**config.mk**
```make
export PLATFORM = sky130hd
export DESIGN_NAME = prog_clock_divider
export DESIGN_NICKNAME = d
export VERILOG_FILES = /design/src/rtl/prog_clock_divider.sv
export SDC_FILE = /design/constraint.sdc
export NUM_CORES = 1
export LEC_CHECK = 0
export BUFFER_PORTS_ARGS = -buffer_cell sky130_fd_sc_hd__buf_2
export CORE_MARGIN = 5
export CORE_UTILIZATION = 56
export CTS_BUF_LIST = sky130_fd_sc_hd__clkbuf_4
export CTS_CLUSTER_DIAMETER = 50
export CTS_CLUSTER_SIZE = 10
export DETAILED_ROUTE_END_ITERATION = 10
export GPL_TIMING_DRIVEN = 0
export PLACE_DENSITY = 0.81
export SYNTH_ARGS = -nofsm -noshare
export SYNTH_HDL_FRONTEND = slang
export SYNTH_SLANG_ARGS = --single-unit
```
**constraint.sdc**
```tcl
create_clock -name clk -period 4.1 [get_ports clk]
set_clock_uncertainty 0.15 [all_clocks]
set_input_delay 0.205 -clock clk [delete_from_list [all_inputs] [get_ports clk]]
set_output_delay 0.205 -clock clk [all_outputs]
set_load 0.03 [all_outputs]
```
**src/rtl/prog_clock_divider.sv**
```systemverilog
// rtl/prog_clock_divider.sv - runtime-programmable 50%-duty integer clock divider with period strobe
module prog_clock_divider #(
  parameter int DIV_W       = 8,
  parameter int DEFAULT_DIV = 4
) (
  input  logic             clk,
  input  logic             reset,
  input  logic             en,
  input  logic [DIV_W-1:0] div_in,
  input  logic             div_valid,
  output logic             div_ready,
  output logic             div_clk,
  output logic             div_tick,
  output logic [DIV_W-1:0] cur_div,
  output logic [DIV_W-1:0] phase
);

  localparam logic [DIV_W-1:0] ONE       = DIV_W'(1);
  localparam logic [DIV_W-1:0] RST_DIV   = DIV_W'(DEFAULT_DIV);
  localparam logic [DIV_W-1:0] RST_PHASE = DIV_W'(DEFAULT_DIV - 1);

  // A reset divisor outside 1..2^DIV_W-1 cannot be represented, so refuse to elaborate.
  if (DEFAULT_DIV < 1 || DEFAULT_DIV > (2 ** DIV_W) - 1) begin : g_bad_default_div
    $error("prog_clock_divider: DEFAULT_DIV out of range 1..2^DIV_W-1");
  end

  logic             pend_v;
  logic [DIV_W-1:0] pend_d;
  logic             p_q;
  logic             n_q;
  logic             run_q;

  logic             wrap;
  logic             accept;
  logic [DIV_W-1:0] div_in_fix;
  logic [DIV_W-1:0] div_next;
  logic [DIV_W-1:0] half_next;
  logic [DIV_W-1:0] phase_next;

  // Next-phase arithmetic; the half-width uses the divisor that will be in force after this edge
  // so a newly applied divisor shapes p_q from phase 0 of its first period.
  always_comb begin
    wrap       = en && (phase == cur_div - ONE);
    accept     = div_valid && !pend_v;
    div_in_fix = (div_in == '0) ? ONE : div_in;
    div_next   = (wrap && pend_v) ? pend_d : cur_div;
    half_next  = div_next >> 1;
    if (!en) begin
      phase_next = phase;
    end else if (wrap) begin
      phase_next = '0;
    end else begin
      phase_next = phase + ONE;
    end
  end

  // Rising-edge state: phase counter, high-phase flop, strobe, and divisor handshake.
  always_ff @(posedge clk) begin
    if (!reset) begin
      cur_div  <= RST_DIV;
      phase    <= RST_PHASE;
      pend_v   <= 1'b0;
      pend_d   <= RST_DIV;
      p_q      <= 1'b0;
      div_tick <= 1'b0;
      run_q    <= 1'b0;
    end else begin
      phase    <= phase_next;
      div_tick <= wrap;
      run_q    <= en;
      if (en) begin
        p_q <= (phase_next < half_next);
      end
      if (wrap && pend_v) begin
        cur_div <= pend_d;
        pend_v  <= 1'b0;
      end else if (accept) begin
        pend_d <= div_in_fix;
        pend_v <= 1'b1;
      end
    end
  end

  // Falling-edge copy of p_q stretches the high time by half a cycle for odd divisors.
  always_ff @(negedge clk) begin
    if (!reset) begin
      n_q <= 1'b0;
    end else begin
      n_q <= p_q;
    end
  end

  // Output clock selection: bypass for divide-by-1, half-cycle stretch for odd divisors.
  always_comb begin
    div_ready = !pend_v;
    if (cur_div == ONE) begin
      div_clk = clk & run_q;
    end else if (cur_div[0]) begin
      div_clk = p_q | n_q;
    end else begin
      div_clk = p_q;
    end
  end

endmodule
```
==> run metrics <==
status=completed; GRT met3 Usage=0.0827; Initial Utilization=0.573; cell count after synthesis=between 150 and 200; Syn. warnings=0; post-synthesis mux area share=0.0677; largest net degree at the start of global routing=11; Ant. Diodes=0; gr ovfl total=0; Max IR drop VDD=between 300 and 400 uV; final instance area=1920 um^2; Netlist Area Pre-Place=between 1500 and 2000 um^2; worst setup path category=reg2reg; Reg clk slew, reported paths=approximately 0.090 ns; gr usage total=0.204; Syn Nets=203; Hold Vio Cnt, Final=0; Static Leak=0.925 nW; Max-cap violations=0; Post-synth top cells=dfxtp_1, nor2_1, nand2_1, a21oi_1; Post-Synth XOR/XNOR Area=0.0902; Synth area leader=dfxtp_1; CP Launch Type=flop; Top Usage Layer GRT=met2; Critical Path RT=4.28 ns; Post-CTS Hold Fix Bufs=11; M2 GR Usage=0.347; final worst path period share=0.916; chip width=approximately 63 um; Sequential cell area=581 um^2; Vias/cell=~5.5; die extent in y=about 63 um; initial drt markers=83; synth top area cells=dfxtp_1, ha_1, nor2_1, mux2i_1, nand2_1; setup_tns=0 ns; number of global-route vias before repair=approximately 1,500; Worst Tran Pin Value=around 0.44 ns; row count=19; number of flops mapped to enable cells by yosys=0; Final Total Pwr=663 uW; footprint of the multi-input gates=between 900 and 1000 um^2; top-level I/O count=31; Final ANT Viol Nets=0; largest family of logic cells by synthesized area=simple AND/OR/NAND/NOR gates; Via Count=approximately 1,400; final wirelength=about 3.8 mm; post-route minimum period=around 3.8 ns; hold crit path type=in2reg; max_slew headroom=0.704; Setup-failing EPs final=0; unique cell type count in the Yosys netlist=37; CTS resizes=0; CP endpoint kind=flop; asr flop ratio synth=0; arrival time at the worst endpoint=just under 4 ns; fill count=roughly 220; syn avg cell area=between 8 and 9 um^2; Area growth, synth to finish=23.4%; Power Dens Cells=~350 nW/um^2; Core ar.=approximately 2700 um^2; met1 usage=0.212; first-pass GRT wire length=roughly 6.3 mm; final net count=roughly 250; post-synthesis compound-gate area fraction=0.132; RSZ-0062 raised after global routing=false; TritonRoute pass-1 iters=6; top-count cell post-synth=dfxtp_1; Post-Synth Simple-Gate Area=0.227; critical path peak fanout=8; placed instance area=1730 um^2; sequential share of the synthesized area=0.374; Yosys top cell area share=0.374; Die ar.=3930 um^2; Adder-Cell Fraction of Synth Area=0.0725; worst skew pair latency=around 0.44 ns; Max Freq=between 0.2 and 0.3 GHz; drt drc=0; Yosys reg bits=29; initial antenna violation count=0; Detailed Place HPWL=between 2 and 3 mm; IO Port Bufs=28; Avg WL per Cell=14.3 um; max-slew violations=0; CTS tree=built; Post-CTS Repair Setup Buffers=0; Final GP Congestion=between 0.9 and 1; Main synth FF type=dfxtp_1; layout cells sized above 1=0.203
-- cell type report --
class | instances | share of cell area
repair buffers | 38 | 0.128
inverters | 6 | 0.0117
clock inverters | 3 | 0.00587
plain buffers | 7 | 0.0157
clock buffers | 10 | 0.0379
flip-flops and latches | 29 | 0.303
multi-input cells | 139 | 0.478
well taps | 31 | 0.0202
-- registers in the layout (all words and copies together), names as in the netlist --
register / flops
p_q: 1
run_q: 1
phase: 8
div_tick: 1
pend_v: 1
pend_d: 8
n_q: 1
cur_div: 8
-- critical path, stage by stage, from the launching register on --
cell	delay, ns
dfxtp_1	0.41
or4_4	0.59
nor2_1	0.13
nand3_1	0.09
o311a_1	0.17
a211oi_4	0.33
nand2_2	0.24
mux2i_1	0.27
ha_1	0.28
a21o_1	0.18
a211oi_1	0.29
o211ai_1	0.18
o221a_2	0.29
o41ai_2	0.05
-- kinds of logic (layout without fill, tap and decap cells) --
logic type | after synthesis | in the layout
muxes | 10 | 10
and+or+nand+nor | 74 | 74
buffers and inverters | 14 | 64
adders and majority gates | 9 | 9
AOI/OAI and AO/OA | 30 | 30
xor gates and xnor gates | 16 | 16
DFF | 29 | 29
-- final timing paths --
path,from,endpoint,slack (ns),cells after the start
worst min register to register,pend_d[1]$_SDFFE_PN0P_,pend_d[1]$_SDFFE_PN0P_,0.31,2
worst min-delay path,en,run_q$_SDFF_PN0_,0.08,3
worst max register to register,cur_div[2]$_SDFF_PN1_,p_q$_SDFFE_PN0P_,0.34,13
worst max-delay path,cur_div[2]$_SDFF_PN1_,p_q$_SDFFE_PN0P_,0.34,13
-- routing by layer --
metal / up-vias / part of all wire
met4: 0 / 0.024
li1: 723 / -
met3: 13 / 0.054
met2: 36 / 0.51
met5: - / 0
met1: 673 / 0.41
-- layout by cell type (no fill, tap or decap), types with 9 or more instances in the layout --
master / netlist / final
nor2_1: 25 / 25
ha_1: 9 / 9
nand2_1: 21 / 21
buf_2: 0 / 28
mux2i_1: 9 / 9
dfxtp_1: 29 / 29
dlygate4sd3_1: 0 / 11
clkbuf_4: 0 / 9
a21oi_1: 15 / 15
-- power breakdown --
part	switching, mW	internal (mW)
logic	0.0771	0.0587
clock network	0.110	0.106
registers	0.0134	0.298
-- stage by stage --
step                worst slack, ns   util  hold slack (ns)  std cells
floorplan                     0.672      -            0.179        182
global placement              0.476  0.639            0.287        241
detailed placement            0.387  0.639            0.300        241
CTS                           0.344  0.707           0.0587        263
global route                 0.0985  0.707           0.0950        263
finish                        0.345  0.707           0.0809        263
Power figures use the tool's default switching activity.
